==> config.mk <==
export PLATFORM = sky130hd
export DESIGN_NAME = fn_sw_pipe
export DESIGN_NICKNAME = d
export VERILOG_FILES = /design/src/rtl/fn_sw_pipe.sv
export SDC_FILE = /design/constraint.sdc
export NUM_CORES = 1
export LEC_CHECK = 0
export BUFFER_PORTS_ARGS = -buffer_cell sky130_fd_sc_hd__buf_2
export CAP_MARGIN = 5
export CORE_MARGIN = 2
export CORE_UTILIZATION = 30
export DETAILED_ROUTE_END_ITERATION = 12
export HOLD_SLACK_MARGIN = 0.08
export PLACE_DENSITY = 0.5
export SETUP_SLACK_MARGIN = 0.4
export SLEW_MARGIN = 20
export SYNTH_ARGS = -nofsm -noshare
export SYNTH_HDL_FRONTEND = slang
export SYNTH_SLANG_ARGS = --single-unit
==> constraint.sdc <==
create_clock -name clk -period 4.2 [get_ports clk]
set_input_delay 0.84 -clock clk [delete_from_list [all_inputs] [get_ports clk]]
set_output_delay 0.84 -clock clk [all_outputs]
set_load 0.02 [all_outputs]
==> src/rtl/fn_sw_pipe.sv <==
// fn_sw_pipe: two-stage valid/ready pipeline applying AND/XOR/OR/accumulating-XOR
// to two WIDTH-bit operands, with a wrapping delivered-result counter.
module fn_sw_pipe #(
    parameter int WIDTH = 8,
    parameter int CNT_W = 16
) (
    input  logic             clk,
    input  logic             rst_n,
    input  logic             in_valid,
    output logic             in_ready,
    input  logic [WIDTH-1:0] a,
    input  logic [WIDTH-1:0] b,
    input  logic [1:0]       sel,
    input  logic             clr,
    output logic             out_valid,
    input  logic             out_ready,
    output logic [WIDTH-1:0] y,
    output logic [1:0]       y_op,
    output logic [CNT_W-1:0] res_cnt
);
    logic             s1_valid_q, s1_valid_d;
    logic [WIDTH-1:0] a_q, a_d, b_q, b_d;
    logic [1:0]       sel_q, sel_d;
    logic             s2_valid_q, s2_valid_d;
    logic [WIDTH-1:0] y_q, y_d;
    logic [1:0]       y_op_q, y_op_d;
    logic [WIDTH-1:0] acc_q, acc_d;
    logic [CNT_W-1:0] cnt_q, cnt_d;
    logic             s2_load, accept, xfer;
    logic [WIDTH-1:0] acc_base, acc_next, f;

    assign s2_load  = s1_valid_q && (!s2_valid_q || out_ready);
    assign in_ready = !s1_valid_q || s2_load;
    assign accept   = in_valid && in_ready;
    assign xfer     = s2_valid_q && out_ready;

    // clr zeroes the accumulator before a coincident ACC beat folds in
    assign acc_base = clr ? '0 : acc_q;
    assign acc_next = acc_base ^ (a_q ^ b_q);
    assign f = sel_q == 2'd0 ? (a_q & b_q) :
               sel_q == 2'd1 ? (a_q ^ b_q) :
               sel_q == 2'd2 ? (a_q | b_q) : acc_next;

    always_comb begin
        s1_valid_d = accept ? 1'b1 : (s2_load ? 1'b0 : s1_valid_q);
        a_d        = accept ? a : a_q;
        b_d        = accept ? b : b_q;
        sel_d      = accept ? sel : sel_q;
        s2_valid_d = s2_load ? 1'b1 : (xfer ? 1'b0 : s2_valid_q);
        y_d        = s2_load ? f : y_q;
        y_op_d     = s2_load ? sel_q : y_op_q;
        acc_d      = (s2_load && sel_q == 2'd3) ? acc_next : acc_base;
        cnt_d      = clr ? '0 : cnt_q + CNT_W'(xfer);
    end

    always_ff @(posedge clk or negedge rst_n) begin
        if (!rst_n) begin
            s1_valid_q <= 1'b0;
            a_q        <= '0;
            b_q        <= '0;
            sel_q      <= '0;
            s2_valid_q <= 1'b0;
            y_q        <= '0;
            y_op_q     <= '0;
            acc_q      <= '0;
            cnt_q      <= '0;
        end else begin
            s1_valid_q <= s1_valid_d;
            a_q        <= a_d;
            b_q        <= b_d;
            sel_q      <= sel_d;
            s2_valid_q <= s2_valid_d;
            y_q        <= y_d;
            y_op_q     <= y_op_d;
            acc_q      <= acc_d;
            cnt_q      <= cnt_d;
        end
    end

    assign out_valid = s2_valid_q;
    assign y         = y_q;
    assign y_op      = y_op_q;
    assign res_cnt   = cnt_q;
endmodule
==> results.yml, run 1 <==
synthesis:
  synth_top_area_share_pct: 46.6
  yosysTopAreaCell: "dfrtp_1"
  synthTopCellsByArea: "dfrtp_1 47%, ha_1 7.8%, mux2_2 7.0%, xnor2_1 7.0%, nand2_1 3.6%"
  synth.avg_cell_area_sq_um: 10.6
  netlist_instances: 273
  synth_flop_cell: "dfrtp_1"
  synth_edf_count: 0
  ys_seq_elements: 54
  ys_types: 34
  synth_nets: 314
  ys_seq_area_share_pct: 46.6
  async_flop_share_pct: 100
  ys_top_cells_by_count: "54 x dfrtp_1, 28 x nand2_1, 24 x inv_1, 23 x xnor2_1"
  ys_warn_count: 0
  syn_area_sq_mm: 0.00290
  synth_most_common_cell: "dfrtp_1"
timing:
  finalSetupTns_ps: 0
  worstMarginPinSlew_ps: 949
  hold_viol_final: 0
  skew_ps: 13.5
  finalCriticalPeriod_ps: 2250
  fmax_mhz: 444
  rsz0062_at_grt: "no"
  fin_ws_ps: 1950
  fin_crit_sh_pct: 53.6
  relSlewSlack_pct: 36.7
  worst_hold_slack_ps: 492
  final-setup-viol-count: 0
  slew_viol_final: 0
final_layout:
  layout-drive-gt1-share_pct: 27.1
  multi_input_area_sq_mm: 0.00141
  fin_util_pct: 36.4
  syn_to_final_growth_pct: 17.1
  final_cells: 455
  nFillCells: 945
  nNetsFinal: 365
  final_cell_area_sq_mm: 0.00339
  ff_latch_area_sq_mm: 0.00135
clock_tree:
  cts_buffer_depth: 2
  path_clk_slew_ps: 100
  post_cts_resized: 0
  cts_tree: "yes"
  cts.sinks: 54
  clk_root_buffer_cell: "clkbuf_8"
  clock_latency_ps: 310
  post_cts.repair.setup_buffers: 0
  cts_buffers: 5
  cts_max_level: 2
  hold_buffers: 0
pwr:
  power.density_mw_per_mm2: 390
  ir_drop_v: 0.000197
  leakagePower_nw: 1.59
  p_total_mw: 1.33
detailed_routing:
  wl_microns: 5940
  dr_total_vias: 2003
  drc: 0
  viasPerCell: 4.40
  wl_per_cell_microns: 13.0
  dr.first_iter.drc_count: 31
  drt_first_pass_iters: 4
  ant_nets: 0
floorplanning:
  rows: 35
  coreArea_sq_mm: 0.00933
  chipWidth_microns: 102
  num_io_pins: 51
  fp.dieH_microns: 102
  start_util_pct: 31.1
  die_area_sq_mm: 0.0105
global_route:
  grt_max_degree: 43
  antenna_found_initial: 1
  grt_overflow_total: 0
  track_usage_pct: 12.3
  grt_pass1_vias: 2061
  grt_pass1_wl_microns: 10000
setup_path:
  cp_max_fo: 3
  worst-endpoint-required_ps: 3360
  cp.arrival_ps: 1410
  reg2reg_depth: 4
  start_kind: "primary input"
  worstSetupPathType: "primary input to output pin"
  end_kind: "output pin"
worst_hold_path:
  hp-class: "register to register"
  min_path_cells: 2
place:
  portBuffers: 50
  dp_cells: 446
  dpl-instance-area_sq_mm: 0.00328
  place.gp.congestion: 0.767
  dp_hpwl_microns: 4160
  dp_slack_ps: 1950
flow_run:
  maxCapViolCount: 0
run_status:
  status: "finished clean"
## layout by cell type (no fill, tap or decap), types with 9 or more instances in the layout
master and n:
o21ai_0 11, dfrtp_1 54, inv_1 24, buf_2 50, nor2b_1 10, a21oi_1 9, xnor2_1 23, nor2_1 15
mux2_2 18, ha_1 18, nand2_1 28
## power breakdown
group	internal, mW	switching (mW)
sequential	0.588	0.0499
combinational	0.147	0.185
clock	0.178	0.176
## layout make-up
class | count | area share, %
multi-input cells | 187 | 41.7
flip-flops and latches | 54 | 39.8
repair buffers | 52 | 7.81
well taps | 129 | 4.75
inverters | 24 | 2.65
clock buffers | 6 | 2.14
clock inverters | 2 | 1.11
diodes | 1 | 0.0737
## layer usage
| metal | share of wire, % | global-route usage, % | wire length (microns) |
|---|---|---|---|
| met1 | 50 | 17.0 | 2960 |
| met5 | 0 | 0 | 0 |
| met2 | 44 | 19.2 | 2630 |
| met3 | 5.2 | 3.08 | 306 |
| met4 | 0.61 | 3.69 | 36 |
## critical path, cell delays in order
cell,delay (ps)
buf_2,110
nor2b_2,160
nand2_1,120
buf_2,180
## registers in the layout, summed over array words and instances (netlist names)
register / cells
a_q: 8
acc_q: 8
b_q: 8
out_valid: 1
res_cnt: 16
s1_valid_q: 1
sel_q: 2
y: 8
y_op: 2
## logic make-up (layout without fill, tap and decap cells)
group,count (synthesis),count (layout),share of synthesized area (%)
compound gates,31,31,6.61
xor+xnor,26,26,7.86
fa+ha+maj,18,18,7.77
buf+inv,32,84,4.58
flops,54,54,46.6
mux,22,22,8.38
other cells,0,1,0
simple gates,90,90,18.2
## final timing paths
check | from | to | slack, ps
min in group asynchronous | rst_n | res_cnt[10]$_DFF_PN0_ | 670
setup reg to reg | sel_q[1]$_DFFE_PN0P_ | acc_q[2]$_DFF_PN0_ | 2240
hold / removal | y[2]$_DFFE_PN0P_ | y[2]$_DFFE_PN0P_ | 490
setup / recovery | out_ready | in_ready | 1950
hold reg to reg | y[2]$_DFFE_PN0P_ | y[2]$_DFFE_PN0P_ | 490
max in group asynchronous | rst_n | y[1]$_DFFE_PN0P_ | 2780
Power figures use the tool's default switching activity.
==> inputs of run 2 (changes only) <==
PLACE_DENSITY = 0.52   (was 0.5)
clock period = 1.9 ns   (was 4.2 ns; I/O delays follow)
==> results.yml, run 2 (same netlist as run 1, synthesis figures left out) <==
clock_tree:
  cts_tree: "yes"
  cts_buffer_depth: 2
  cts_buffers: 5
  clk_root_buffer_cell: "clkbuf_8"
  cts_max_level: 2
  clock_latency_ps: 300
  path_clk_slew_ps: 100
  cts.sinks: 54
final_layout:
  layout-drive-gt1-share_pct: 32.3
  syn_to_final_growth_pct: 24.1
  fin_util_pct: 38.6
  largest_reg_flops: 16
  nNetsFinal: 375
  final_cell_area_sq_mm: 0.00360
  final_cells: 463
  layout_commonest_cell: "dfrtp_1"
  n_antenna_cell: 0
  layout_common_cells: "51 x dfrtp_1, 49 x buf_2, 26 x nand2_1, 24 x inv_1, 23 x xnor2_1"
floorplanning:
  die_area_sq_mm: 0.0105
  coreArea_sq_mm: 0.00933
  fp.dieH_microns: 102
  num_io_pins: 51
  start_util_pct: 31.1
  chipWidth_microns: 102
  rows: 35
detailed_routing:
  dr.first_iter.drc_count: 62
  viasPerCell: 4.39
  wl_per_cell_microns: 12.7
  wl_microns: 5870
  drt_first_pass_iters: 4
  dr_total_vias: 2031
  drc: 0
  ant_nets: 0
pwr:
  power.density_mw_per_mm2: 781
  leakagePower_nw: 1.73
  p_total_mw: 2.81
  ir_drop_v: 0.000336
timing:
  rsz0062_at_grt: "yes"
  slew_viol_final: 0
  finalCriticalPeriod_ps: 1520
  relSlewSlack_pct: 64.7
  finalSetupTns_ps: 0
  fmax_mhz: 659
  hold_viol_final: 0
  fin_crit_sh_pct: 79.9
  skew_ps: 14.7
  worstMarginPinSlew_ps: 530
  final-setup-viol-count: 0
setup_path:
  worst-endpoint-required_ps: 2060
  cp.arrival_ps: 1680
  start_kind: "register"
  end_kind: "register"
  reg2reg_depth: 7
  worstSetupPathType: "register to register"
  cp_max_fo: 5
place:
  place.gp.congestion: 0.827
  dpl-instance-area_sq_mm: 0.00335
  dp_hpwl_microns: 4020
  portBuffers: 50
  dp_cells: 450
global_route:
  antenna_found_initial: 0
  track_usage_pct: 11.7
  grt_pass1_vias: 1998
  grt_overflow_total: 0
  grt_pass1_wl_microns: 9670
  grt_max_degree: 26
worst_hold_path:
  hp-class: "primary input to register"
  min_path_cells: 2
run_status:
  status: "finished clean"
flow_run:
  maxCapViolCount: 0
==> run 2: changes by cell type in the layout (fill, tap and decap cells not counted), sizes merged <==
cell and change:
diode -1, dlygate4sd3 +1, buf +9, bufinv -1
==> run 2: worst paths after layout <==
check	from	to	slack [ps]
setup reg to reg	out_valid$_DFFE_PN0P_	res_cnt[6]$_DFF_PN0_	380
hold reg to reg	y_op[0]$_DFFE_PN0P_	y_op[0]$_DFFE_PN0P_	480
hold / removal	a[1]	a_q[1]$_DFFE_PN0P_	300
setup / recovery	out_valid$_DFFE_PN0P_	res_cnt[6]$_DFF_PN0_	380
max in group asynchronous	rst_n	sel_q[0]$_DFFE_PN0P_	750
min in group asynchronous	rst_n	res_cnt[11]$_DFF_PN0_	580
==> run 2: timing repair <==
item / 4_1_cts / 5_1_grt
pin swaps: 4 / 8
endpoints found under the setup margin: 29 / 27
gates resized for setup: 10 / 11
setup buffers: 1 / 4
gates cloned: 0 / 0
hold buffers: 1 / 0
endpoints found under the hold margin: 19 / 0
==> run 2: through the flow <==
| step | hold WS, ps | setup WS, ps |
|---|---|---|
| 2_1_floorplan | 84.4 | 376 |
| 5_1_grt | 287 | 279 |
| 3_3_place_gp | 396 | 269 |
| 6_report | 298 | 383 |
| 4_1_cts | 287 | 333 |
| 3_5_place_dp | 387 | 224 |
==> run 2: critical path, stage by stage (launching register included) <==
cell	delay [ps]
dfrtp_2	400
and2_4	180
ha_4	140
nand4_4	140
buf_4	190
buf_6	110
o21ai_0	160
a21oi_1	80
==> run 2: report_power, final <==
part | total, mW | leakage, nW | switching (mW) | internal, mW
registers | 1.42 | 0.678 | 0.114 | 1.30
logic | 0.766 | 1.01 | 0.408 | 0.358
clock network | 0.626 | 0.0373 | 0.372 | 0.254
total | 2.81 | 1.73 | 0.894 | 1.92
==> run 2: per-layer routing <==
layer / vias up / track usage (%) / share of wire (%)
met5: - / 0 / 0
met4: 0 / 2.15 / 0.34
li1: 1024 / - / -
met1: 964 / 15.6 / 50
met2: 41 / 20.0 / 46
met3: 2 / 2.39 / 3.8
==> run 2: area by class of cell <==
class,instances,area [sq um]
Clock inverter,1,7.51
Tap cell,129,161
Multi-Input combinational cell,187,1520
Inverter,24,90.1
Fill cell,954,5730
Sequential cell,54,1360
Timing Repair Buffer,62,390
Clock buffer,6,72.6
==> inputs of run 3 (changes only) <==
ABC_AREA = 1   (was unset)
clock period = 1.3 ns   (was 1.9 ns; I/O delays follow)
==> results.yml, run 3 <==
global_route:
  grt_pass1_vias: 2796
  grt_pass1_wl_microns: 13300
  grt_max_degree: 55
  antenna_found_initial: 0
  track_usage_pct: 15.2
  grt_overflow_total: 0
clock_tree:
  cts.sinks: 54
  clock_latency_ps: 310
  clk_root_buffer_cell: "clkbuf_8"
  cts_max_level: 2
  cts_buffers: 5
  cts_buffer_depth: 2
  path_clk_slew_ps: 100
  cts_tree: "yes"
worst_hold_path:
  hp-class: "primary input to register"
place:
  portBuffers: 50
  dp_hpwl_microns: 5040
  place.gp.congestion: 0.845
  dpl-instance-area_sq_mm: 0.00358
  dp_cells: 574
synthesis:
  ys_warn_count: 0
  syn_area_sq_mm: 0.00300
  yosysTopAreaCell: "dfrtp_1"
  ys_top_cells_by_count: "74 x nand2_1, 68 x nor2_1, 54 x dfrtp_1, 44 x inv_1, 40 x a21oi_1"
  ys_seq_elements: 54
  synth_top_area_share_pct: 45.1
  netlist_instances: 381
  ys_types: 28
  synth_nets: 422
  synth_most_common_cell: "nand2_1"
  synth_edf_count: 0
  synth.avg_cell_area_sq_um: 7.87
  async_flop_share_pct: 100
  ys_seq_area_share_pct: 45.1
  synthTopCellsByArea: "dfrtp_1 45%, nand2_1 9.3%, nor2_1 8.5%, ha_1 7.5%, a21oi_1 6.7%"
  synth_flop_cell: "dfrtp_1"
timing:
  finalCriticalPeriod_ps: 1340
  fin_crit_sh_pct: 103
  rsz0062_at_grt: "yes"
  fin_ws_ps: -43.1
  slew_viol_final: 0
  worstMarginPinSlew_ps: 304
  worst_hold_slack_ps: 201
  hold_viol_final: 0
  finalSetupTns_ps: -85.0
  skew_ps: 10.2
  final-setup-viol-count: 6
  relSlewSlack_pct: 79.8
  fmax_mhz: 745
final_layout:
  final_cells: 627
  nNetsFinal: 534
  ff_latch_area_sq_mm: 0.00136
  nFillCells: 943
  multi_input_area_sq_mm: 0.00195
  fin_util_pct: 49.9
  syn_to_final_growth_pct: 62.0
  largest_reg_flops: 16
  layout_common_cells: "63 x nand2_1, 48 x dfrtp_1, 41 x buf_6, 41 x buf_4, 40 x nor2_1"
  n_antenna_cell: 0
  final_cell_area_sq_mm: 0.00486
  layout-drive-gt1-share_pct: 51.8
  layout_commonest_cell: "nand2_1"
detailed_routing:
  dr_total_vias: 2875
  ant_nets: 0
  dr.first_iter.drc_count: 80
  wl_microns: 8340
  wl_per_cell_microns: 13.3
  viasPerCell: 4.59
  drt_first_pass_iters: 5
  drc: 0
floorplanning:
  chipWidth_microns: 104
  fp.dieH_microns: 104
  start_util_pct: 30.8
  num_io_pins: 51
  die_area_sq_mm: 0.0108
  coreArea_sq_mm: 0.00973
  rows: 36
setup_path:
  crit_chain: "nand2_2 > inv_4 > ha_4 > nand2_4 > nor2_4 > buf_4 > buf_6 > o21ai_2 > a21oi_2"
  cpPeakStageDelay_ps: 430
  worst-r2r-setup-slack_ps: -40
  end_kind: "register"
  worstSetupPathType: "register to register"
  start_kind: "register"
  worst-endpoint-required_ps: 1510
  path_buf_inv: 3
  cp.arrival_ps: 1550
  cp_max_fo: 4
  critPathSlowestCell: "dfrtp_2"
  cp_top_family: "flip-flops"
flow_run:
  maxCapViolCount: 0
pwr:
  leakagePower_nw: 2.26
  ir_drop_v: 0.000583
  power.density_mw_per_mm2: 1190
run_status:
  violations: "negative setup slack"
  status: "finished, violations left"
[run 3: cell count changes in the layout (fill, tap and decap cells not counted), sizes merged, moves of 11 or more]
cell / delta
nor2: +58
buf: +50
nand3: +14
nor2b: -11
a21oi: +31
xnor2: -23
mux2: -18
inv: +24
nand2: +56
[run 3: layout make-up]
cell class,count,area share (%)
Multi-Input combinational cell,270,40.1
Sequential cell,54,28.0
Timing Repair Buffer,114,22.3
Inverter,48,3.97
Tap cell,133,3.43
Clock buffer,5,1.42
Clock inverter,3,0.824
[run 3: per-layer routing]
metal  global-route usage (%)  vias to the layer above  wire (microns)
met2                     27.7                       47            4410
met3                     2.63                        7             304
met1                     18.9                     1382            3550
met4                     2.99                        0              74
li1                         -                     1439               -
met5                        0                        -               0
[run 3: path summary, 6_finish.rpt]
kind,start,to,cells past startpoint
max,out_valid$_DFFE_PN0P_,res_cnt[4]$_DFF_PN0_,9
min,a[0],a_q[0]$_DFFE_PN0P_,3
max reg2reg,out_valid$_DFFE_PN0P_,res_cnt[4]$_DFF_PN0_,9
min reg2reg,a_q[6]$_DFFE_PN0P_,a_q[6]$_DFFE_PN0P_,2
max in group asynchronous,rst_n,out_valid$_DFFE_PN0P_,3
min in group asynchronous,rst_n,res_cnt[15]$_DFF_PN0_,3
[run 3: logic make-up (layout without fill, tap and decap cells)]
kind of cell | after synthesis | after routing | share of synthesized area [%]
flops | 54 | 54 | 45.1
xor+xnor | 1 | 1 | 0.292
fa+ha+maj | 18 | 18 | 7.51
compound gates | 58 | 58 | 10.0
simple gates | 192 | 193 | 28.2
buf+inv | 58 | 170 | 8.97
[run 3: report_power, final]
group,switching (mW),internal [mW]
sequential,0.227,1.95
combinational,1.27,1.16
clock,0.594,0.569
total,2.09,3.68
[run 3: worst min-delay path, delay by kind of cell]
kind / cells / cell delay [ps]
simple gates: 1 / 40
compound gates: 1 / 80
buf+inv: 1 / 100
[run 3: metrics by stage]
stage / power [mW] / setup slack [ps]
detailed placement: 3.75 / -112
global placement: 3.72 / -67.5
global route: 6.15 / -108
floorplan: 3.20 / -111
finish: 5.77 / -43.1
CTS: 5.39 / -16.1
[run 3: repair_timing]
item | CTS | global route
hold buffers | 1 | 0
setup buffers | 27 | 12
pin swaps | 15 | 27
endpoints found under the setup margin | 82 | 82
resized for setup | 90 | 120
gates cloned | 2 | 3
hold endpoints to repair | 54 | 0
